===== src/rtl/dmem_arbiter.sv =====
// rtl/dmem_arbiter.sv - two-port round-robin request/response arbiter in front of a single-ported data memory
module dmem_arbiter #(
  parameter int ADDR_W      = 8,
  parameter int DATA_W      = 32,
  parameter bit CHECK_ALIGN = 1'b1
) (
  input  logic              i_clk,
  input  logic              i_rst,

  input  logic              i_rq0_valid,
  output logic              o_rq0_ready,
  input  logic              i_rq0_we,
  input  logic [ADDR_W-1:0] i_rq0_addr,
  input  logic [DATA_W-1:0] i_rq0_wdata,
  input  logic [2:0]        i_rq0_func3,
  output logic              o_rs0_valid,
  output logic [DATA_W-1:0] o_rs0_rdata,
  output logic              o_rs0_err,

  input  logic              i_rq1_valid,
  output logic              o_rq1_ready,
  input  logic              i_rq1_we,
  input  logic [ADDR_W-1:0] i_rq1_addr,
  input  logic [DATA_W-1:0] i_rq1_wdata,
  input  logic [2:0]        i_rq1_func3,
  output logic              o_rs1_valid,
  output logic [DATA_W-1:0] o_rs1_rdata,
  output logic              o_rs1_err,

  output logic              o_mem_read,
  output logic              o_mem_write,
  output logic [ADDR_W-1:0] o_mem_addr,
  output logic [DATA_W-1:0] o_mem_wdata,
  output logic [2:0]        o_mem_func3,
  input  logic [DATA_W-1:0] i_mem_rdata
);

  typedef enum logic [1:0] {
    ST_IDLE   = 2'd0,
    ST_ACCESS = 2'd1,
    ST_RESP   = 2'd2
  } state_t;

  state_t            r_state;
  logic              r_last_grant;
  logic              r_owner;
  logic              r_mem_read;
  logic              r_mem_write;
  logic [ADDR_W-1:0] r_mem_addr;
  logic [DATA_W-1:0] r_mem_wdata;
  logic [2:0]        r_mem_func3;
  logic [1:0]        r_rs_valid;
  logic              r_rs_err;
  logic [DATA_W-1:0] r_rs_rdata;

  logic              w_idle;
  logic              w_any;
  logic              w_winner;
  logic              w_we;
  logic [ADDR_W-1:0] w_addr;
  logic [DATA_W-1:0] w_wdata;
  logic [2:0]        w_func3;
  logic              w_bad;

  // Rejects unsupported size/sign codes and, optionally, unaligned half/word accesses.
  function automatic logic f_bad(input logic we, input logic [2:0] f3, input logic [ADDR_W-1:0] a);
    logic ok;
    ok = we ? (f3 inside {3'd0, 3'd1, 3'd2}) : (f3 inside {3'd0, 3'd1, 3'd2, 3'd4, 3'd5});
    if (CHECK_ALIGN) begin
      if ((f3 == 3'd1 || f3 == 3'd5) && a[0]) ok = 1'b0;
      if (f3 == 3'd2 && a[1:0] != 2'b00) ok = 1'b0;
    end
    return ~ok;
  endfunction

  // With both ports contending, the one not served last wins.
  assign w_idle   = (r_state == ST_IDLE);
  assign w_any    = i_rq0_valid | i_rq1_valid;
  assign w_winner = (i_rq0_valid & i_rq1_valid) ? ~r_last_grant : i_rq1_valid;

  assign o_rq0_ready = w_idle & w_any & ~w_winner;
  assign o_rq1_ready = w_idle & w_any &  w_winner;

  assign w_we    = w_winner ? i_rq1_we    : i_rq0_we;
  assign w_addr  = w_winner ? i_rq1_addr  : i_rq0_addr;
  assign w_wdata = w_winner ? i_rq1_wdata : i_rq0_wdata;
  assign w_func3 = w_winner ? i_rq1_func3 : i_rq0_func3;
  assign w_bad   = f_bad(w_we, w_func3, w_addr);

  always_ff @(posedge i_clk) begin
    if (i_rst) begin
      r_state      <= ST_IDLE;
      r_last_grant <= 1'b1;
      r_owner      <= 1'b0;
      r_mem_read   <= 1'b0;
      r_mem_write  <= 1'b0;
      r_mem_addr   <= '0;
      r_mem_wdata  <= '0;
      r_mem_func3  <= '0;
      r_rs_valid   <= '0;
      r_rs_err     <= 1'b0;
      r_rs_rdata   <= '0;
    end else begin
      case (r_state)
        ST_IDLE: begin
          if (w_any) begin
            r_owner <= w_winner;
            if (w_bad) begin
              r_state    <= ST_RESP;
              r_rs_valid <= w_winner ? 2'b10 : 2'b01;
              r_rs_err   <= 1'b1;
              r_rs_rdata <= '0;
            end else begin
              r_state     <= ST_ACCESS;
              r_mem_read  <= ~w_we;
              r_mem_write <= w_we;
              r_mem_addr  <= w_addr;
              r_mem_wdata <= w_wdata;
              r_mem_func3 <= w_func3;
            end
          end
        end
        ST_ACCESS: begin
          r_state     <= ST_RESP;
          r_rs_valid  <= r_owner ? 2'b10 : 2'b01;
          r_rs_err    <= 1'b0;
          r_rs_rdata  <= r_mem_write ? '0 : i_mem_rdata;
          r_mem_read  <= 1'b0;
          r_mem_write <= 1'b0;
          r_mem_addr  <= '0;
          r_mem_wdata <= '0;
          r_mem_func3 <= '0;
        end
        ST_RESP: begin
          r_state      <= ST_IDLE;
          r_last_grant <= r_owner;
          r_rs_valid   <= '0;
          r_rs_err     <= 1'b0;
          r_rs_rdata   <= '0;
        end
        default: r_state <= ST_IDLE;
      endcase
    end
  end

  // Strobes are gated by reset so an in-flight store never commits.
  assign o_mem_read  = r_mem_read  & ~i_rst;
  assign o_mem_write = r_mem_write & ~i_rst;
  assign o_mem_addr  = r_mem_addr;
  assign o_mem_wdata = r_mem_wdata;
  assign o_mem_func3 = r_mem_func3;

  assign o_rs0_valid = r_rs_valid[0];
  assign o_rs1_valid = r_rs_valid[1];
  assign o_rs0_err   = r_rs_valid[0] & r_rs_err;
  assign o_rs1_err   = r_rs_valid[1] & r_rs_err;
  assign o_rs0_rdata = r_rs_valid[0] ? r_rs_rdata : '0;
  assign o_rs1_rdata = r_rs_valid[1] ? r_rs_rdata : '0;

endmodule


===== config.mk =====
export PLATFORM = sky130hd
export DESIGN_NAME = dmem_arbiter
export DESIGN_NICKNAME = d
export VERILOG_FILES = /design/src/rtl/dmem_arbiter.sv
export SDC_FILE = /design/constraint.sdc
export NUM_CORES = 1
export LEC_CHECK = 0
export ABC_AREA = 1
export CAP_MARGIN = 20
export CORE_ASPECT_RATIO = 1.1
export CORE_MARGIN = 2
export CORE_UTILIZATION = 33
export CTS_CLUSTER_DIAMETER = 80
export DETAILED_ROUTE_END_ITERATION = 12
export PLACE_DENSITY = 0.71
export SYNTH_ARGS = -nofsm -noshare
export SYNTH_HDL_FRONTEND = slang
export SYNTH_SLANG_ARGS = --single-unit

===== constraint.sdc =====
create_clock -name i_clk -period 4.4 [get_ports i_clk]
set_input_delay 1.32 -clock i_clk [delete_from_list [all_inputs] [get_ports i_clk]]
set_output_delay 1.32 -clock i_clk [all_outputs]
set_load 0.02 [all_outputs]

==> results of run 1 <==
[final timing paths]
path,from,to,slack [ns],cells past startpoint
setup / recovery,i_rq1_valid,o_rq1_ready,0.28,5
setup reg to reg,r_last_grant$_SDFFE_PP1N_,r_rs_rdata[19]$_SDFFE_PP0P_,2.13,11
hold / removal,o_mem_func3[1]$_SDFFE_PP0P_,o_mem_func3[1]$_SDFFE_PP0P_,0.44,2
hold reg to reg,o_mem_func3[1]$_SDFFE_PP0P_,o_mem_func3[1]$_SDFFE_PP0P_,0.44,2
[stage by stage]
stage               area [µm²]  util [%]
global placement          7480      50.3
floorplan                 4970         -
CTS                       7800      52.5
detailed placement        7480      50.3
global route              7800      52.5
finish                    7800      52.5
[flip-flops by register name (all words and copies together), names as in the netlist]
register,cells
r_owner,1
r_mem_write,1
r_rs_err,1
r_rs_rdata,32
r_rs_valid,2
r_last_grant,1
o_mem_wdata,32
o_mem_addr,8
r_state,2
r_mem_read,1
o_mem_func3,3
[kinds of logic after synthesis]
kind of cell	synth area share (%)
compound gates	12.0
buf+inv	12.8
simple gates	40.4
flops	33.8
fa+ha+maj	1.01
[metal layers]
layer | vias up | global-route usage (%) | share of wire [%]
met5 | - | 0 | 0
met1 | 2459 | 22.2 | 44
met4 | 0 | 5.94 | 1.6
met2 | 174 | 31.5 | 47
li1 | 2974 | - | -
met3 | 17 | 5.04 | 7.8
[worst reg2reg max path, delay by kind of cell (launching register included)]
family,cells,cell delay (ns)
AND/OR/NAND/NOR,7,1.00
buffers and inverters,3,0.68
flip-flops,1,0.35
AO/OA/AOI/OAI,1,0.15
[layout make-up]
cell class,instances,area [µm²]
inverters,89,334
clock buffers,11,243
flip-flops and latches,84,1680
repair buffers,255,2550
fillers,1509,7070
clock inverters,5,85.1
multi-input cells,593,2670
well taps,196,245
[synth_stat cells (2+ instances only)]
cell / n
sky130_fd_sc_hd__a21oi_1: 111
sky130_fd_sc_hd__a31oi_1: 2
sky130_fd_sc_hd__buf_1: 10
sky130_fd_sc_hd__buf_2: 9
sky130_fd_sc_hd__buf_4: 3
sky130_fd_sc_hd__buf_6: 5
sky130_fd_sc_hd__clkbuf_1: 37
sky130_fd_sc_hd__dfxtp_1: 84
sky130_fd_sc_hd__ha_1: 4
sky130_fd_sc_hd__inv_1: 87
sky130_fd_sc_hd__nand2_1: 290
sky130_fd_sc_hd__nand2_2: 5
sky130_fd_sc_hd__nand3_1: 40
sky130_fd_sc_hd__nand3_2: 2
sky130_fd_sc_hd__nand3b_1: 43
sky130_fd_sc_hd__nor2_1: 89
sky130_fd_sc_hd__o21ai_0: 3
[power groups by stage]
stage / sequential (W) / clock, W / combinational [W]
final: 0.000946 / 0.000832 / 0.00105
after CTS: 0.000947 / 0.000860 / 0.00106
after detailed placement: 0.000963 / 0 / 0.00106
after global placement: 0.000958 / 0 / 0.00105
after global routing: 0.000963 / 0.000883 / 0.00118
after floorplan: 0.00102 / 0 / 0.000572
==> impl_summary.log, run 1 <==
[metrics] result of the run: finished clean
[metrics] via count of the first global-routing pass: 4899
[metrics] Setup TNS: 0 ns
[metrics] Post-synth EDFFs: 0
[metrics] count of clock tree sinks: 84
[metrics] worst IR drop on VDD: 0.000202 V
[metrics] register share of total power: 33.4%
[metrics] cell count after synthesis: 830
[metrics] average detailed-routed wire length per instance: 12.2 µm
[metrics] fin nets: 1160
[metrics] number of failing setup endpoints in the final timing report: 0
[metrics] classification of the worst setup path: in2out
[metrics] PnR Total Power: 0.00283 W
[metrics] count of antenna-violating nets left after detailed routing: 0
[metrics] top library cells by usage in the layout, fill and taps aside: 289 x sky130_fd_sc_hd__nand2_1, 238 x sky130_fd_sc_hd__clkdlybuf4s50_1, 111 x sky130_fd_sc_hd__a21oi_1
[metrics] CTS hold repair buffers: 0
[metrics] startpoint class of the critical path: input port
[metrics] Worst path top cell family by delay: buffers and inverters
[metrics] fraction of registers with async set/reset: 0%
[metrics] PortBufs: 238
[metrics] total placed cells including tap cells: 1217
[metrics] relative slew slack: 54.9%
[metrics] count of unique library cells instantiated by Yosys: 23
[metrics] Clock Power Share: 29.4%
[metrics] clock latency on the worst-skew pair: 0.33 ns
[metrics] required arrival time at the worst endpoint: 3.08 ns
[metrics] Final Routed Wirelength: 15.0 mm
[metrics] Die Area: 16100 µm²
[metrics] combinational share of power: 37.2%
[metrics] Most used DFF post-synth: sky130_fd_sc_hd__dfxtp_1
[metrics] root cell of the clock tree: sky130_fd_sc_hd__clkbuf_16
[metrics] cell breakdown of the critical path: clkdlybuf4s50_1 -> buf_4 -> nand2_2 -> nor2_1 -> clkdlybuf4s50_1
[metrics] Vias per Instance: 4.56
[metrics] total net switching power: 0.000957 W
[metrics] static power due to leakage: 3.89 nW
[metrics] largest fanout of any net on the critical path: 6
[metrics] number of buffers between clock root and the deepest sink: 2
[metrics] max_cap viols: 0
[metrics] TritonCTS clock tree: built
[metrics] class of the most critical hold timing path: reg2reg
[metrics] RSZ-0062 raised after global routing: no
[metrics] cell type of the slowest stage on the worst timing path: sky130_fd_sc_hd__clkdlybuf4s50_1
[metrics] warning count from the yosys run: 0
[metrics] total number of vias: 5624
[metrics] clk slew on worst S/H paths: 0.06 ns
[metrics] worst hold slack after final layout: 0.442 ns
[metrics] fraction of layout instances using a drive strength above 1: 4.44%
[metrics] synthesis-stage register bit count: 84
[metrics] HPWL after detailed placement: 10.4 mm
[metrics] internal power: 0.00188 W
[metrics] I/O pin count: 239
[metrics] part of the cycle the worst path needs: 93.6%
[metrics] Worst path most repeated cell: sky130_fd_sc_hd__clkdlybuf4s50_1
[metrics] sequential-to-total area share from yosys stat: 33.8%
[metrics] highest clock frequency the design can meet: 243 MHz
[metrics] Pre-antenna DRT Iters: 4
[metrics] post-CTS setup repair buffer count: 0
[metrics] Clock Skew: 0.00497 ns
[metrics] largest net degree at the start of global routing: 77
[metrics] combined buffer and inverter count along the critical path: 3
[metrics] total global routing overflow: 0
[metrics] transition at the pin with the smallest max-transition slack: 0.676 ns
[metrics] total power density per cell area: 363 nW/µm²
[metrics] commonest non-fill, non-tap cell in the layout: sky130_fd_sc_hd__nand2_1
[metrics] effective utilization at floorplan: 33.4%
[metrics] Antenna Cells: 0
[metrics] total standard cell area after synthesis: 4970 µm²
[metrics] post-route non-filler standard cell count: 1233
[metrics] syn_nets: 958
[metrics] x dimension of the die: 121 µm
[metrics] count of standard-cell rows: 47
[metrics] sw frac: 33.8%
[metrics] average cell area after synthesis: 5.99 µm²
[metrics] placer congestion estimate: 0.835
[metrics] library cell with the largest summed area after synthesis: sky130_fd_sc_hd__dfxtp_1
[metrics] cell types with the largest area share after synthesis: sky130_fd_sc_hd__dfxtp_1 34%, sky130_fd_sc_hd__nand2_1 22%, sky130_fd_sc_hd__a21oi_1 11%, sky130_fd_sc_hd__nor2_1 6.7%, sky130_fd_sc_hd__inv_1 6.6%
[metrics] global-route wire length before repair: 24.2 mm
[metrics] Starting DRT DRC Count: 267
[metrics] Yosys top cell area share: 33.8%
[metrics] final hold viol count: 0
[metrics] H-tree depth reported by CTS: 3
[metrics] Die H: 133 µm
[metrics] minimum clock period: 4.12 ns
[metrics] setup slack of the critical path after layout: 0.284 ns
[metrics] detailed-route DRC error count: 0
[metrics] Slowest Stage Delay on Critical Path: 0.63 ns
[metrics] overall global routing resource usage: 18.4%
[metrics] cells resized by post-CTS repair: 0
[metrics] arrival time at the worst endpoint: 2.80 ns
[metrics] Critical Path Sink Type: primary output
[metrics] Core Region: 14900 µm²
[metrics] DP Worst Slack: 0.278 ns
[metrics] number of slew-limit violations in the final report: 0
[metrics] initial antenna violation count: 0
[metrics] number of buffers created by CTS: 9
[metrics] layout overhead on the synthesized area: 57.0%
No activity file was read; power rests on OpenSTA's default activity.
==> inputs of run 2 (changes only) <==
RECOVER_POWER = 100   (was default)
clock period = 4.7 ns   (was 4.4 ns; I/O delays follow)
==> impl_summary.log, run 2 (synthesis results as in run 1) <==
[metrics] combined buffer and inverter count along the critical path: 3
[metrics] fraction of met2 tracks used by global routing: 31.0%
[metrics] number of fill cells: 1539
[metrics] required arrival time at the worst endpoint: 3.29 ns
[metrics] TritonCTS clock tree: built
[metrics] root cell of the clock tree: sky130_fd_sc_hd__clkbuf_16
[metrics] fin nets: 1156
[metrics] GR Layer Usage met1: 23.1%
[metrics] highest clock frequency the design can meet: 225 MHz
[metrics] terminus of the critical flop-to-flop path: o_mem_wdata[10]$_SDFFE_PP0P_
[metrics] CTS hold repair buffers: 0
[metrics] startpoint class of the critical path: input port
[metrics] via count of the first global-routing pass: 5017
[metrics] global-route wire length before repair: 24.4 mm
[metrics] number of failing setup endpoints in the final timing report: 0
[metrics] part of the cycle the worst path needs: 94.5%
[metrics] count of clock tree sinks: 84
[metrics] Critical Path Sink Type: primary output
[metrics] Antenna Cells: 0
[metrics] Die H: 133 µm
[metrics] startpoint of the lowest-slack hold path: o_mem_func3[2]$_SDFFE_PP0P_
[metrics] total number of vias: 5608
[metrics] commonest non-fill, non-tap cell in the layout: sky130_fd_sc_hd__nand2_1
[metrics] fraction of layout instances using a drive strength above 1: 3.78%
[metrics] clock latency on the worst-skew pair: 0.33 ns
[metrics] final hold viol count: 0
[metrics] PortBufs: 238
[metrics] hold path cells: 2
[metrics] Starting DRT DRC Count: 278
[metrics] cells resized by post-CTS repair: 0
[metrics] static power due to leakage: 4.23 nW
[metrics] Final Routed Wirelength: 14.9 mm
[metrics] Worst Hold Path EP: o_mem_func3[2]$_SDFFE_PP0P_
[metrics] total power density per cell area: 335 nW/µm²
[metrics] RSZ-0062 raised after global routing: no
[metrics] cell breakdown of the critical path: clkdlybuf4s50_1 -> nor2_1 -> nor2_1 -> inv_1 -> nor2_1 -> clkdlybuf4s50_1
[metrics] Vias per Instance: 4.56
[metrics] largest fanout of any net on the critical path: 7
[metrics] number of slew-limit violations in the final report: 0
[metrics] Slowest Stage Delay on Critical Path: 0.63 ns
[metrics] H-tree depth reported by CTS: 3
[metrics] Setup TNS: 0 ns
[metrics] Clock Skew: 0.00998 ns
[metrics] placer congestion estimate: 0.799
[metrics] Worst path most repeated cell: sky130_fd_sc_hd__nor2_1
[metrics] detailed-route DRC error count: 0
[metrics] Die Area: 16100 µm²
[metrics] minimum clock period: 4.44 ns
[metrics] post-CTS setup repair buffer count: 0
[metrics] final design area excluding fillers: 7770 µm²
[metrics] clk slew on worst S/H paths: 0.06 ns
[metrics] count of standard-cell rows: 47
[metrics] standard cell area after detailed placement: 7460 µm²
[metrics] number of cells on the critical path: 6
[metrics] number of buffers created by CTS: 9
[metrics] overall global routing resource usage: 18.4%
[metrics] initial antenna violation count: 0
[metrics] average detailed-routed wire length per instance: 12.1 µm
[metrics] class of the most critical hold timing path: reg2reg
[metrics] cell type of the slowest stage on the worst timing path: sky130_fd_sc_hd__clkdlybuf4s50_1
[metrics] number of buffers between clock root and the deepest sink: 2
[metrics] peak-usage layer in the global routing report: met2
[metrics] effective utilization at floorplan: 33.4%
[metrics] reg2reg path depth: 10
[metrics] HPWL after detailed placement: 10.4 mm
[metrics] total global routing overflow: 0
[metrics] max_cap viols: 0
[metrics] Core Region: 14900 µm²
[metrics] relative slew slack: 2.86%
[metrics] classification of the worst setup path: in2out
[metrics] met3 track utilization from global routing: 5.34%
[metrics] Pre-antenna DRT Iters: 5
[metrics] reg2reg start: r_last_grant$_SDFFE_PP1N_
[metrics] Worst path top cell family by delay: buffers and inverters
[metrics] arrival time at the worst endpoint: 3.03 ns
[metrics] count of antenna-violating nets left after detailed routing: 0
[metrics] largest net degree at the start of global routing: 77
[metrics] worst IR drop on VDD: 0.000149 V
[metrics] result of the run: finished clean
[metrics] worst reg2reg setup slack: 1.68 ns
[metrics] worst hold slack after final layout: 0.441 ns
[metrics] I/O pin count: 239
[metrics] transition at the pin with the smallest max-transition slack: 1.46 ns
[metrics] top library cells by usage in the layout, fill and taps aside: 290 x sky130_fd_sc_hd__nand2_1, 125 x sky130_fd_sc_hd__clkdlybuf4s50_1, 113 x sky130_fd_sc_hd__dlygate4sd3_1
[metrics] x dimension of the die: 121 µm
[metrics] layout overhead on the synthesized area: 56.3%
==> run 2: changes by cell type in the layout (fill, tap and decap cells not counted), moves of 2 or more <==
cell                              delta
sky130_fd_sc_hd__clkdlybuf4s50_1   -113
sky130_fd_sc_hd__dlygate4sd3_1     +113
sky130_fd_sc_hd__buf_4               -9
sky130_fd_sc_hd__clkbuf_1            +2
sky130_fd_sc_hd__clkbuf_2            +2
==> run 2: per-layer routing <==
metal / share of wire, % / vias up
met5: 0 / -
met4: 1.2 / 0
met3: 7.9 / 10
met2: 48 / 170
met1: 43 / 2465
li1: - / 2963
==> run 2: worst register-to-register path, stage by stage (launching register included) <==
cell and delay (ns):
sky130_fd_sc_hd__dfxtp_1 0.33, sky130_fd_sc_hd__nand2_2 0.11, sky130_fd_sc_hd__nand2_2 0.08, sky130_fd_sc_hd__clkbuf_2 0.56, sky130_fd_sc_hd__o21ai_0 0.54, sky130_fd_sc_hd__nand2_1 0.12
sky130_fd_sc_hd__nand2_2 0.11, sky130_fd_sc_hd__nand3_2 0.43, sky130_fd_sc_hd__buf_12 0.38, sky130_fd_sc_hd__a21oi_1 0.20, sky130_fd_sc_hd__nor2_1 0.06
==> run 2: metrics by stage <==
step	util, %	total power (W)	std cells	setup WS [ns]
final	52.2	0.00260	1229	0.256
after global routing	52.2	0.00279	1229	0.0753
after CTS	52.3	0.00268	1229	0.247
after detailed placement	50.1	0.00189	1213	0.257
after global placement	50.1	0.00189	1213	0.268
after floorplan	-	0.00149	830	1.02
==> run 2: report_power, final <==
group	total [W]	leakage (nW)	internal (W)	switching (W)
clock network	0.000770	0.160	0.000482	0.000287
registers	0.000885	0.689	0.000821	0.0000635
logic	0.000949	3.38	0.000417	0.000532
==> run 2: how the worst max path moves through the flow <==
stage                 from                           to
2_1_floorplan  i_rq0_valid                  o_rq1_ready
3_3_place_gp   i_rq1_valid                  o_rq0_ready
3_5_place_dp   i_rq1_valid                  o_rq0_ready
4_1_cts        i_rq1_valid                  o_rq0_ready
5_1_grt        i_rq1_valid  r_rs_rdata[16]$_SDFFE_PP0P_
6_report       i_rq1_valid                  o_rq0_ready
==> run 2: layout make-up <==
class	instances	area [µm²]	area share, %
clock buffer	11	243	3.12
clock inverter	5	82.6	1.06
inverter	89	334	4.30
multi-input combinational	593	2670	34.3
sequential	84	1680	21.6
tap	196	245	3.16
timing repair buffer	251	2520	32.4
==> inputs of run 3 (changes only) <==
CTS_CLUSTER_SIZE = 28   (was default)
==> results of run 3 <==
The final DEF is identical to that of run 2; final timing and power are the same.
